==> config.mk <==
export PLATFORM = sky130hd
export DESIGN_NAME = bmi_scan_reader
export DESIGN_NICKNAME = d
export VERILOG_FILES = /design/src/rtl/bmi_pkg.sv /design/src/rtl/seq_divider.sv /design/src/rtl/bmi_scan_reader.sv
export SDC_FILE = /design/constraint.sdc
export NUM_CORES = 1
export LEC_CHECK = 0
export ABC_AREA = 1
export CAP_MARGIN = 20
export CORE_MARGIN = 4
export CORE_UTILIZATION = 60
export DETAILED_ROUTE_END_ITERATION = 16
export PLACE_DENSITY_LB_ADDON = 0.1
export SETUP_SLACK_MARGIN = 0.15
export SLEW_MARGIN = 20
export SYNTH_ARGS = -nofsm -noshare
export SYNTH_HDL_FRONTEND = slang
export SYNTH_SLANG_ARGS = --single-unit
==> constraint.sdc <==
create_clock -name clk -period 11.71 [get_ports clk]
set_input_delay 2.342 -clock clk [delete_from_list [all_inputs] [get_ports clk]]
set_output_delay 2.342 -clock clk [all_outputs]
set_load 0.02 [all_outputs]
==> src/rtl/bmi_pkg.sv <==
// Shared types and constants for the BMI scan reader and its sequential divider.
package bmi_pkg;

  localparam int NUM_USERS = 32;
  localparam int IDX_W     = 5;
  localparam int SCALE     = 100000;
  localparam int DIV_W     = 40;
  localparam int BMI_W     = 16;
  localparam int CNT_W     = 6;

  localparam logic [BMI_W-1:0] BMI_SAT = {BMI_W{1'b1}};

  typedef enum logic [2:0] {
    IDLE = 3'd0,
    READ = 3'd1,
    CALC = 3'd2,
    DIV  = 3'd3,
    OUT  = 3'd4,
    FIN  = 3'd5
  } state_e;

  // Clamp a full-width quotient into the BMI result field.
  function automatic logic [BMI_W-1:0] sat_bmi(input logic [DIV_W-1:0] q);
    logic [BMI_W-1:0] r;
    if (|q[DIV_W-1:BMI_W]) begin
      r = BMI_SAT;
    end else begin
      r = q[BMI_W-1:0];
    end
    return r;
  endfunction

endpackage

==> src/rtl/seq_divider.sv <==
// Restoring divider: one quotient bit per cycle, MSB first; the first bit is
// produced on the start edge so the result is ready DIV_W cycles after start.
module seq_divider
  import bmi_pkg::*;
(
  input  logic             clk,
  input  logic             reset_n,
  input  logic             start,
  input  logic [DIV_W-1:0] dividend,
  input  logic [31:0]      divisor,
  output logic             busy,
  output logic             done,
  output logic [DIV_W-1:0] quotient
);

  logic [31:0]      rem_q, rem_d;
  logic [DIV_W-1:0] quo_q, quo_d;
  logic [31:0]      dvs_q, dvs_d;
  logic [CNT_W-1:0] cnt_q, cnt_d;
  logic             busy_q, busy_d;
  logic             done_q, done_d;

  logic [31:0]      src_rem;
  logic [DIV_W-1:0] src_quo;
  logic [31:0]      src_dvs;
  logic [32:0]      trial;
  logic [31:0]      step_rem;
  logic             step_bit;

  // Divider state registers
  always_ff @(posedge clk or negedge reset_n) begin
    if (!reset_n) begin
      rem_q  <= 32'd0;
      quo_q  <= {DIV_W{1'b0}};
      dvs_q  <= 32'd0;
      cnt_q  <= {CNT_W{1'b0}};
      busy_q <= 1'b0;
      done_q <= 1'b0;
    end else begin
      rem_q  <= rem_d;
      quo_q  <= quo_d;
      dvs_q  <= dvs_d;
      cnt_q  <= cnt_d;
      busy_q <= busy_d;
      done_q <= done_d;
    end
  end

  // One restoring step; on start the operands come straight from the inputs
  always_comb begin
    if (start) begin
      src_rem = 32'd0;
      src_quo = dividend;
      src_dvs = divisor;
    end else begin
      src_rem = rem_q;
      src_quo = quo_q;
      src_dvs = dvs_q;
    end
    trial = {src_rem, src_quo[DIV_W-1]};
    if (trial >= {1'b0, src_dvs}) begin
      step_rem = trial[31:0] - src_dvs;
      step_bit = 1'b1;
    end else begin
      step_rem = trial[31:0];
      step_bit = 1'b0;
    end
  end

  // Sequencing of the DIV_W steps
  always_comb begin
    rem_d  = rem_q;
    quo_d  = quo_q;
    dvs_d  = dvs_q;
    cnt_d  = cnt_q;
    busy_d = busy_q;
    done_d = 1'b0;
    if (start) begin
      rem_d  = step_rem;
      quo_d  = {src_quo[DIV_W-2:0], step_bit};
      dvs_d  = divisor;
      cnt_d  = CNT_W'(DIV_W - 1);
      busy_d = 1'b1;
    end else if (busy_q) begin
      rem_d = step_rem;
      quo_d = {src_quo[DIV_W-2:0], step_bit};
      if (cnt_q == CNT_W'(1)) begin
        cnt_d  = {CNT_W{1'b0}};
        busy_d = 1'b0;
        done_d = 1'b1;
      end else begin
        cnt_d = cnt_q - CNT_W'(1);
      end
    end else begin
      busy_d = 1'b0;
    end
  end

  assign busy     = busy_q;
  assign done     = done_q;
  assign quotient = quo_q;

endmodule

==> src/rtl/bmi_scan_reader.sv <==
// Walks every user slot of the height/weight store, computes BMI x10 with a
// shared sequential divider and streams one result per user.
module bmi_scan_reader
  import bmi_pkg::*;
(
  input  logic             clk,
  input  logic             reset_n,
  input  logic             start,
  input  logic [31:0]      height_in,
  input  logic [31:0]      weight_in,
  output logic [IDX_W-1:0] user_index,
  output logic             out_valid,
  input  logic             out_ready,
  output logic [IDX_W-1:0] out_user,
  output logic [BMI_W-1:0] out_bmi,
  output logic             out_err,
  output logic             busy,
  output logic             done
);

  localparam logic [DIV_W-1:0] SCALE_V = DIV_W'(SCALE);
  localparam logic [IDX_W-1:0] LAST_IDX = IDX_W'(NUM_USERS - 1);

  state_e           state_q, state_d;
  logic [IDX_W-1:0] idx_q, idx_d;
  logic [15:0]      h_q, h_d;
  logic [15:0]      w_q, w_d;
  logic [IDX_W-1:0] out_user_q, out_user_d;
  logic [BMI_W-1:0] out_bmi_q, out_bmi_d;
  logic             out_err_q, out_err_d;

  logic             div_start;
  logic             div_done;
  logic             unused_div_busy;
  logic [DIV_W-1:0] dividend;
  logic [31:0]      divisor;
  logic [DIV_W-1:0] quotient;
  logic             unused_hi;

  assign unused_hi = ^{height_in[31:16], weight_in[31:16]};
  assign dividend  = DIV_W'(w_q) * SCALE_V;
  assign divisor   = 32'(h_q) * 32'(h_q);

  seq_divider u_div (
    .clk      (clk),
    .reset_n  (reset_n),
    .start    (div_start),
    .dividend (dividend),
    .divisor  (divisor),
    .busy     (unused_div_busy),
    .done     (div_done),
    .quotient (quotient)
  );

  // State and datapath registers
  always_ff @(posedge clk or negedge reset_n) begin
    if (!reset_n) begin
      state_q    <= IDLE;
      idx_q      <= {IDX_W{1'b0}};
      h_q        <= 16'd0;
      w_q        <= 16'd0;
      out_user_q <= {IDX_W{1'b0}};
      out_bmi_q  <= {BMI_W{1'b0}};
      out_err_q  <= 1'b0;
    end else begin
      state_q    <= state_d;
      idx_q      <= idx_d;
      h_q        <= h_d;
      w_q        <= w_d;
      out_user_q <= out_user_d;
      out_bmi_q  <= out_bmi_d;
      out_err_q  <= out_err_d;
    end
  end

  // Next-state logic
  always_comb begin
    state_d = state_q;
    case (state_q)
      IDLE: begin
        if (start) state_d = READ;
        else       state_d = IDLE;
      end
      READ: state_d = CALC;
      CALC: begin
        if (h_q == 16'd0) state_d = OUT;
        else              state_d = DIV;
      end
      DIV: begin
        if (div_done) state_d = OUT;
        else          state_d = DIV;
      end
      OUT: begin
        if (out_ready) begin
          if (idx_q == LAST_IDX) state_d = FIN;
          else                   state_d = READ;
        end else begin
          state_d = OUT;
        end
      end
      FIN:     state_d = IDLE;
      default: state_d = IDLE;
    endcase
  end

  // Datapath updates and divider launch; results are held for the whole OUT stall
  always_comb begin
    idx_d      = idx_q;
    h_d        = h_q;
    w_d        = w_q;
    out_user_d = out_user_q;
    out_bmi_d  = out_bmi_q;
    out_err_d  = out_err_q;
    div_start  = 1'b0;
    case (state_q)
      IDLE: begin
        if (start) idx_d = {IDX_W{1'b0}};
        else       idx_d = idx_q;
      end
      READ: begin
        h_d = height_in[15:0];
        w_d = weight_in[15:0];
      end
      CALC: begin
        if (h_q == 16'd0) begin
          out_user_d = idx_q;
          out_bmi_d  = {BMI_W{1'b0}};
          out_err_d  = 1'b1;
        end else begin
          div_start = 1'b1;
        end
      end
      DIV: begin
        if (div_done) begin
          out_user_d = idx_q;
          out_bmi_d  = sat_bmi(quotient);
          out_err_d  = 1'b0;
        end else begin
          out_err_d = out_err_q;
        end
      end
      OUT: begin
        if (out_ready && (idx_q != LAST_IDX)) idx_d = idx_q + IDX_W'(1);
        else                                  idx_d = idx_q;
      end
      FIN:     idx_d = idx_q;
      default: idx_d = idx_q;
    endcase
  end

  assign user_index = idx_q;
  assign out_valid  = (state_q == OUT);
  assign out_user   = out_user_q;
  assign out_bmi    = out_bmi_q;
  assign out_err    = out_err_q;
  assign busy       = (state_q != IDLE);
  assign done       = (state_q == FIN);

endmodule

==> metrics.csv <==
stage,metric,value,unit
worst_setup_path,crit_type,reg2reg,
layout,layout-drive-gt1-share,0.0318,
grt,met3_usage,0.0397,
grt,antenna_found_initial,0,
timing,worstMarginPinSlew,0.970,ns
clock_network,clock-sinks,174,
synthesis,ys_seq_area_frac,0.203,
synthesis,netlist_area,21500,µm²
timing,slew_headroom,0.352,
worst_setup_path,crit_family,adder cells,
timing,drv_slew,0,
floorplan,die-height,197,µm
layout,fill_cells,3214,
worst_setup_path,cpMaxStageDelayCell,dfrtp_1,
synthesis,synth_flop_cell,dfrtp_1,
worst_setup_path,cp-end-kind,flop,
worst_hold_path,min_from,u_div.dvs_q[27],
timing,skew,0.0136,ns
clock_network,clk_path_buf_depth,2,
flow_run,drv_cap,0,
routing,num_vias,18100,
place,dpl.hpwl,43500,µm
worst_setup_path,r2r_end,u_div.rem_q[11],
synthesis,syn-num-nets,3418,
synthesis,yosysWarnings,0,
worst_setup_path,startpoint_type,flop,
synthesis,synthesis.area_per_instance,7.40,µm²
worst_setup_path,crit_required,12.06,ns
timing,timing.fmax,115,MHz
synthesis,synth_edf_count,0,
grt,busiest_layer,met2,
grt,grt_pass1_wl,91000,µm
place,gp_congestion,0.945,
clock_network,cts_made_buffers,17,
routing,viasPerCell,5.32,
worst_setup_path,reg2regPathDepth,38,
grt,grt_usage,0.290,
grt,grt_max_degree,99,
clock_network,htree_levels,4,
synthesis,synthCells,2902,
layout,diodes,0,
floorplan,rows,69,
synthesis,synth-seq-cells,174,
clock_network,cts_tree,yes,
floorplan,die_w,197,µm
clock_network,cts_setup_buffers,0,
timing,setup_tns,0,ns
outcome,status,"complete, no violations",
grt,grt-ovfl-total,0,
worst_hold_path,holdPathEnd,u_div.dvs_q[27],
routing,ant_nets,0,
floorplan,core-area,35500,µm²
clock_network,cts_resized,0,
routing,routedWlPerCell,16.1,µm
synthesis,async_flop_share,1.00,
layout,syn2layout_area_growth,7.09,%
clock_network,path_clk_slew,0.08,ns
grt,use_met2,0.493,
worst_setup_path,worstPathArrival,9.02,ns
worst_setup_path,reg2reg_from,h_q[9],
worst_setup_path,worst_path_most_repeated_cell,nand2_1,
floorplan,die_area,38900,µm²
place,io_buffer_count,65,
worst_hold_path,holdPathStages,2,
timing,rsz0062_at_grt,no,
worst_setup_path,path_buf_inv,8,
worst_setup_path,r2r_setup_slack,3.04,ns
synthesis,ys_types,44,
clock_network,root_buffer,clkbuf_16,
clock_network,clock_latency,0.46,ns
floorplan,ios,98,
routing,drt-total-wl,54600,µm
layout,layout.cells.non_filler,3390,
worst_setup_path,cp_max_fo,33,
timing,hold_viol_final,0,
routing,drt-initial-drc-count,981,
worst_setup_path,max_stage_delay,0.90,ns
floorplan,start_util,0.605,
timing,fin_crit_sh,0.741,
grt,grt_pass1_vias,18100,
routing,drc,0,
routing,first_pass_iters,5,
clock_network,cts_hold_buffers,0,
timing,fin_crit,8.67,ns
grt,grt_use_met1,0.396,
worst_hold_path,worstHoldPathType,reg2reg,
layout,fin_nets,3432,
timing,setup_viol,0,
place,dp_cells,3358,
[metal layers]
metal,share of wire,vias to the layer above
li1,-,8876
met1,0.45,8669
met2,0.48,439
met3,0.048,66
met4,0.019,0
met5,0,-
[cells in the final DEF, fill, tap and decap left out, types with 3 or more instances in the layout]
master | netlist | final
nor2b_1 | 3 | 3
o21bai_1 | 20 | 20
nor4_1 | 6 | 6
nor2_2 | 3 | 3
or2_2 | 13 | 13
inv_2 | 3 | 3
o22ai_1 | 14 | 14
o21ai_0 | 89 | 89
a21boi_0 | 7 | 7
a21o_1 | 3 | 3
nand3b_1 | 8 | 8
xnor2_1 | 23 | 23
clkdlybuf4s50_1 | 0 | 64
mux2_2 | 20 | 20
buf_4 | 3 | 11
nand2_2 | 3 | 5
inv_1 | 645 | 645
o221ai_1 | 5 | 5
a21oi_1 | 108 | 108
nor2_1 | 177 | 177
xor2_1 | 32 | 32
ha_1 | 244 | 244
inv_8 | 0 | 3
nor3_1 | 22 | 22
and2_1 | 3 | 3
clkbuf_16 | 0 | 17
fa_1 | 204 | 204
nand2_1 | 811 | 809
o211ai_1 | 16 | 16
nand3_1 | 131 | 131
nand4_1 | 17 | 17
dfrtp_1 | 174 | 174
clkinv_8 | 0 | 5
[how the worst max path moves through the flow]
stage                 from         endpoint  depth (start not counted)
floorplan           h_q[6]  u_div.rem_q[10]                         36
global placement    h_q[1]  u_div.rem_q[11]                         39
detailed placement  h_q[8]  u_div.rem_q[11]                         38
CTS                 h_q[8]  u_div.rem_q[11]                         38
global route        h_q[9]  u_div.rem_q[11]                         38
finish              h_q[9]  u_div.rem_q[11]                         38
[cell type report]
type / count / area (µm²) / area share
Timing Repair Buffer: 76 / 737 / 0.0320
Multi-Input combinational cell: 1999 / 14300 / 0.621
Sequential cell: 174 / 4350 / 0.189
Clock inverter: 15 / 185 / 0.00805
Tap cell: 461 / 577 / 0.0251
Clock buffer: 17 / 425 / 0.0185
Inverter: 648 / 2430 / 0.106
[sequential cells by signal (all words and copies together), names as in the netlist]
signal          cells
h_q                16
out_bmi            16
out_err             1
out_user            5
state_q             3
u_div.busy          1
u_div.cnt_q         6
u_div.done          1
u_div.dvs_q        32
u_div.quotient     40
u_div.rem_q        32
user_index          5
w_q                16
[kinds of logic after synthesis]
kind of cell	synth area share
DFF	0.203
AOI/OAI and AO/OA	0.0720
and+or+nand+nor	0.228
xor gates and xnor gates	0.0224
adders and majority gates	0.332
buffers and inverters	0.132
muxes	0.0105
[worst reg2reg max path, delay by kind of cell, from the launching register on]
kind	cells	cell delay, ns
adder cells (fa/ha/maj)	8	3.86
AND/OR/NAND/NOR	18	2.54
flip-flops	1	0.90
AO/OA/AOI/OAI	4	0.74
buffers and inverters	8	0.53
[synthesized netlist by cell type (all sizes together), types with 20 or more instances]
library cell / n / area (µm²)
o21bai: 20 / 150
inv: 648 / 2430
clkbuf: 37 / 139
mux2: 20 / 225
a21oi: 108 / 541
xnor2: 23 / 201
dfrtp: 174 / 4350
ha: 244 / 3050
xor2: 32 / 280
fa: 204 / 4080
buf: 44 / 268
nand3: 131 / 656
nor2: 181 / 703
nor3: 22 / 110
nand2: 816 / 3090
o21ai: 91 / 455
[per-stage QoR]
stage	cell area [µm²]	hold WS [ns]	utilization	setup WS, ns
3_5_place_dp	22400	0.461	0.631	3.12
3_3_place_gp	22400	0.452	0.631	3.25
5_1_grt	23000	0.499	0.648	2.46
4_1_cts	23000	0.486	0.648	3.07
6_report	23000	0.485	0.648	3.04
2_1_floorplan	21500	0.438	-	4.68
Power is left out: the tool's default activity adds up to more than one toggle a clock period on the data nets, which glitch-free logic cannot reach.
